$ cat config.mk
export PLATFORM = sky130hd
export DESIGN_NAME = countdown_timer
export DESIGN_NICKNAME = d
export VERILOG_FILES = /design/src/rtl/timer_pkg.sv /design/src/rtl/countdown_core.sv /design/src/rtl/countdown_timer.sv
export SDC_FILE = /design/constraint.sdc
export NUM_CORES = 1
export LEC_CHECK = 0
export CORE_MARGIN = 1.5
export CORE_UTILIZATION = 32
export DETAILED_ROUTE_END_ITERATION = 16
export PLACE_DENSITY = 0.6
export SLEW_MARGIN = 20
export SYNTH_ARGS = -nofsm -noshare
export SYNTH_HDL_FRONTEND = slang
export SYNTH_SLANG_ARGS = --single-unit
$ cat constraint.sdc
create_clock -name CLK -period 3.1 [get_ports CLK]
set_input_delay 0.62 -clock CLK [delete_from_list [all_inputs] [get_ports CLK]]
set_output_delay 0.62 -clock CLK [all_outputs]
set_load 0.005 [all_outputs]
$ cat src/rtl/timer_pkg.sv
// Shared timing/control definitions: FSM state encoding and default counter width.
package timer_pkg;
    localparam int DEF_WIDTH = 3;

    typedef enum logic [1:0] {
        IDLE    = 2'd0,
        RUN     = 2'd1,
        EXPIRED = 2'd2
    } state_t;
endpackage

$ cat src/rtl/countdown_core.sv
// WIDTH-bit loadable down-counter datapath; is_one warns that the next decrement expires.
module countdown_core
    import timer_pkg::*;
#(
    parameter int WIDTH = DEF_WIDTH
) (
    input  logic             clk,
    input  logic             rst_n,
    input  logic             load,
    input  logic             dec,
    input  logic [WIDTH-1:0] val,
    output logic [WIDTH-1:0] count,
    output logic             is_one
);
    always_ff @(posedge clk) begin
        if (!rst_n)
            count <= '0;
        else if (load)
            count <= val;
        else if (dec && count != '0)
            count <= count - WIDTH'(1);
    end

    assign is_one = (count == WIDTH'(1));
endmodule

$ cat src/rtl/countdown_timer.sv
// One-shot countdown timer with DONE/ACK handshake.
// Define AUTO_RELOAD_EN for periodic mode: reload on expiry with a one-cycle DONE pulse.
module countdown_timer
    import timer_pkg::*;
#(
    parameter int WIDTH = DEF_WIDTH
) (
    input  logic             CLK,
    input  logic             RESET_N,
    input  logic             LOAD,
    input  logic [WIDTH-1:0] LOAD_VAL,
    input  logic             E,
    input  logic             ACK,
    output logic [WIDTH-1:0] COUNT,
    output logic             BUSY,
    output logic             DONE
);
    state_t           state;
    logic             is_one;
    logic             expire;
    logic             core_load;
    logic [WIDTH-1:0] core_val;

    // Expiry is detected on the decrementing edge so DONE lands with COUNT reaching 0.
    assign expire = (state == RUN) && E && is_one && !LOAD;

`ifdef AUTO_RELOAD_EN
    logic [WIDTH-1:0] reload_q;
    assign core_load = LOAD || expire;
    assign core_val  = LOAD ? LOAD_VAL : reload_q;
`else
    assign core_load = LOAD;
    assign core_val  = LOAD_VAL;
`endif

    countdown_core #(.WIDTH(WIDTH)) u_core (
        .clk    (CLK),
        .rst_n  (RESET_N),
        .load   (core_load),
        .dec    ((state == RUN) && E && !LOAD),
        .val    (core_val),
        .count  (COUNT),
        .is_one (is_one)
    );

    always_ff @(posedge CLK) begin
        if (!RESET_N) begin
            state <= IDLE;
            BUSY  <= 1'b0;
            DONE  <= 1'b0;
`ifdef AUTO_RELOAD_EN
            reload_q <= '0;
`endif
        end else if (LOAD) begin
`ifdef AUTO_RELOAD_EN
            reload_q <= LOAD_VAL;
`endif
            if (LOAD_VAL != '0) begin
                state <= RUN;
                BUSY  <= 1'b1;
                DONE  <= 1'b0;
            end else begin
                state <= EXPIRED;
                BUSY  <= 1'b0;
                DONE  <= 1'b1;
            end
        end else begin
            DONE <= 1'b0;
            case (state)
                RUN: begin
                    if (expire) begin
                        DONE <= 1'b1;
`ifndef AUTO_RELOAD_EN
                        state <= EXPIRED;
                        BUSY  <= 1'b0;
`endif
                    end
                end
                EXPIRED: begin
                    if (ACK)
                        state <= IDLE;
                    else
                        DONE <= 1'b1;
                end
                default: ;
            endcase
        end
    end
endmodule

# After elaboration in Yosys (flattened, before gate mapping)
# Cells that the tools add are included.
word_totals:
  register_bits: 7
  in_bits: 8
  wordCells: 40
  out_inout_bits: 5
classes:
  n_addsub: 1
  n_mux: 16
  reduce_logical: 14
  n_eq_ne: 5
op_table:
  columns: ["operator", "count"]
  rows:
  - ["nonzero test 3 bit", 3]
  - ["two-way mux 1 bit", 8]
  - ["two-way mux 2 bit", 4]
  - ["two-way mux 3 bit", 2]
  - ["inequality test 3 bit, second input constant", 2]
  - ["nonzero test 2 bit", 3]
  - ["logical AND 1 bit", 5]
  - ["case mux 2 bit (2 select lines)", 1]
  - ["== test 3 x 1 -> 1 bit, second input constant", 1]
  - ["AND reduction 3 bit", 1]
  - ["subtractor 3 x 1 -> 3 bit, second input constant", 1]
  - ["== test 2 x 1 -> 1 bit, second input constant", 1]
  - ["== test 2 bit, second input constant", 1]
  - ["case mux 1 bit (2 select lines)", 1]
  - ["AND reduction 2 bit", 1]
  - ["logical NOT 1 bit", 1]

# Depth between registers and ports, before layout
depth:
  depth_word: 7
  mapped_depth: 7
  ltp_nobuf: 6

# By module
# A second synthesis with hierarchy kept.
unflattened:
  cells_unflattened: 53
  area_unflattened_um2: 462.9
modules_own_cells:
  columns: ["module", "area_per_inst_um2", "cells_each", "instances", "seq_area_each_um2"]
  rows:
  - ["countdown_timer", 241.5, 27, 1, 80.1]
  - ["countdown_core", 221.5, 26, 1, 60.1]

# Worst setup path after synthesis
# No wires, ideal clock.
synth_path:
  path_type: "reg2reg"
  startpoint: "reg u_core.count[0]"
  endpoint: "reg u_core.count[0]"
  path_buffers: 1
  setup_ns: 0.122
  path_stages_with_launch: 8
  path_slack_ns: 1.702
  t_arrival_ns: 1.276
  t_required_ns: 2.978
  synth_period_minus_slack_ns: 1.398
  path_cell_list: "dfxtp_1 inv_1 ha_1 ha_1 and3b_1 buf_6 xnor2_1 a21oi_2"
synth_via:
  elab_chain_cells: 3
  word_cells_on_any_way: 6
  cone_classes: "add/sub: 1; mux: 2; reduce/logical: 3"
synth_rtl:
  columns: ["element", "line_no", "rtl"]
  rows:
  - ["start: declaration", "countdown_core.sv:12", "output logic [WIDTH-1:0] count,"]
  - ["start signal: assignment", "countdown_core.sv:19", "count <= val;"]
  - ["start signal: assignment", "countdown_core.sv:21", "count <= count - WIDTH'(1);"]
  - ["subtractor 3 x 1 -> 3 bit or nonzero test 3 bit (tied branches)", "countdown_core.sv:21, countdown_core.sv:20", null]
  - ["two-way mux 3 bit or logical AND 1 bit (tied branches)", "countdown_core.sv:20", "else if (dec && count != '0)"]
  - ["two-way mux 3 bit or nonzero test 2 bit (tied branches)", null, null]
# Several ways; a longest one is shown, not always the timed one. The select of a mux whose other input is x is not followed.
# A chain may end at the register's enable or synchronous reset.

# Final worst setup path
layout_path:
  startpoint: "reg u_core.count[0]"
  endpoint: "out COUNT[0]"
layout_lines:
  columns: ["element", "line_no", "rtl"]
  rows:
  - ["end: declaration", "countdown_timer.sv:14", "output logic [WIDTH-1:0] COUNT,"]
# No word-level cell between the ends.

==> impl_metrics.toml <==
[run_status]
status = "completed"

[critical_path]
worst_path_max_delay_cell = "clkdlybuf4s50_1"
startpoint = "u_core.count[0]"
worstReg2RegEnd = "u_core.count[0]"
r2r_cells = 6
crit_family = "buffers and inverters"
critPathCaptureType = "output port"
start_kind = "flip-flop"
crit_chain = "clkdlybuf4s50_1"
slowest_delay_ps = 520
timing.rr.start = "u_core.count[0]"
crit_buf_inv = 1
path_max_fanout = 4
path_class = "flip-flop to output port"
cp.required_ps = 2480
r2r_setup_slack_ps = 1630
arrival_ps = 1170

[min_path]
worstHoldStart = "BUSY"
hold_class = "flip-flop to flip-flop"
whs_endpoint = "BUSY"
min_delay_path_depth = 2

[die]
chipHeight_um = 41.80
rows = 13
fp.dieArea_um2 = 1747
die_w_um = 41.80
ios = 13
fp.coreArea_um2 = 1350
initial_core_util_pct = 35.68

[final_layout]
final_common_cell = "clkdlybuf4s50_1"
final_cell_mix = "clkdlybuf4s50_1 (12), inv_1 (8), dfxtp_1 (7)"
final_area_um2 = 628.1
n_fill_cell = 126
nets = 81
utilization_pct = 46.52
syn2layout_area_growth_pct = 30.39
diodes = 0
multi_input_area_um2 = 292.8
seqCellArea_um2 = 140.1
drive_gt1_share_pct = 11.94

[clock_tree]
cts.repair.resized = 0
cts_sinks = 7
cts.clk_slew.worst_paths_ps = 60
h-tree-depth = 1
clkLatencyLatePin_ps = 260
cts_root_buf = "clkbuf_4"
cts_setup_buffers = 0
clockBufferDepth = 2
cts.hold.buffers_added = 0
cts_tree = "yes"
cts_buffers = 3

[sta]
slew_headroom_pct = 73.36
hold_viol_final = 0
layout_min_cycle_time_ps = 1788
tns_ps = 0
final_max_slew_viol_count = 0
timing.fmax_mhz = 559.3
setup_violations = 0
finalCritPeriodShare_pct = 57.68
tightest_slew_ps = 398.3
clock_skew_ps = 7.252
rsz0062_at_grt = "no"

[detailed_routing]
routed_wl_um = 881
route.detailed.drc = 0
wl_per_cell_um = 10.74
first_pass_iters = 4
ant_nets = 0
via_count = 410
viasPerCell = 5.000
drtIter0Drc = 16

[place]
port_buffers = 12
dp_hpwl_um = 670.4
place_congestion = 0.7705
post_dp_cell_area_um2 = 601.8

[yosys]
synth_top_family_by_area = "compound AO/OA/AOI/OAI gates"
ys_seq_area_share_pct = 29.09
synthAdderAreaFrac_pct = 12.99
yosysWarnings = 0
synth_top_area_cell = "dfxtp_1"
synthCells = 53
synth.cell_area_um2 = 481.7
synth_top_area_share_pct = 29.09
ys_seq_elements = 7
ys_top_cells_by_area = "dfxtp_1 (29%), ha_1 (13%), inv_1 (6.2%)"
synthMuxAreaShare_pct = 0
synth_compound_area_share_pct = 25.19
synthSimpleGateAreaFrac_pct = 20.78
synth_cell_types = 29
avgSynthCellArea_um2 = 9.089
syn-num-nets = 66
synthXorXnorAreaFrac_pct = 1.818

[power]
power_uw = 244.7
power.density_nw_per_um2 = 389.5
ir_drop_uv = 240.0
p_leak_nw = 0.2547

[global_routing]
grt_usage_pct = 11.68
antenna_found_initial = 0
grt-ovfl-total = 0
grt_start_max_net_pins = 14
grt_pass1_vias = 369
grt_pass1_wl_mm = 1.538

[run]
maxCapViolations = 0
## metrics by stage
step	instances	worst slack, ps	hold slack (ps)
4_1_cts	82	1299	501.8
3_5_place_dp	78	1111	492.4
6_report	82	1312	501.4
3_3_place_gp	78	1141	498.6
5_1_grt	82	1266	530.1
2_1_floorplan	53	1702	485.9
## per-layer routing
metal	global-route usage, %	share of wire (%)	routed length, µm	vias up
li1	-	-	-	216
met1	13.76	51	452	178
met2	17.50	39	345	13
met3	3.043	6.1	54	3
met4	9.677	3.1	27	0
met5	0	0	0	-
## logic make-up after synthesis
kind of cell | count (synthesis)
flops | 7
simple gates | 14
compound gates | 16
fa+ha+maj | 5
xor+xnor | 1
buf+inv | 10
## worst max path at each step
stage                 endpoint  slack, ps  depth (start not counted)
2_1_floorplan  u_core.count[0]       1700                          7
3_3_place_gp          state[1]       1140                          3
3_5_place_dp          state[1]       1110                          3
4_1_cts               COUNT[0]       1300                          1
5_1_grt               COUNT[0]       1270                          1
6_report              COUNT[0]       1310                          1
## cell usage after synthesis
cell and n:
buf_6 1, nor2_1 3, a21boi_0 1, o21ai_2 2
inv_1 8, nor4b_2 1, o311a_1 1, nor3_1 1
o21a_1 1, a211oi_1 2, a21o_1 2, and3b_1 1
a21oi_2 1, and2b_1 1, ha_1 5, o31ai_1 1
a21oi_1 1, xnor2_1 1, dfxtp_1 7, o21ai_0 1
buf_4 1, nand2b_4 1, o221ai_1 1, nand3_1 2
nand2b_1 2, nand4b_1 1, nand3b_1 1, o21ai_1 1
a311oi_1 1
## layout make-up
cell class,instances,area share (%)
Multi-Input combinational cell,36,46.61
Timing Repair Buffer,12,19.12
Clock buffer,4,4.183
Inverter,8,4.781
Sequential cell,7,22.31
Tap cell,15,2.988
## state kept, by name, summed over array words and instances (netlist names)
signal / count
BUSY: 1
u_core.count: 3
DONE: 1
state: 2
## report_power, final
part | switching (mW) | total, mW | internal (mW)
clock | 0.0370 | 0.0863 | 0.0493
sequential | 0.00495 | 0.101 | 0.0965
combinational | 0.0250 | 0.0569 | 0.0319
total | 0.0669 | 0.245 | 0.178
No activity file was read; power rests on OpenSTA's default activity.
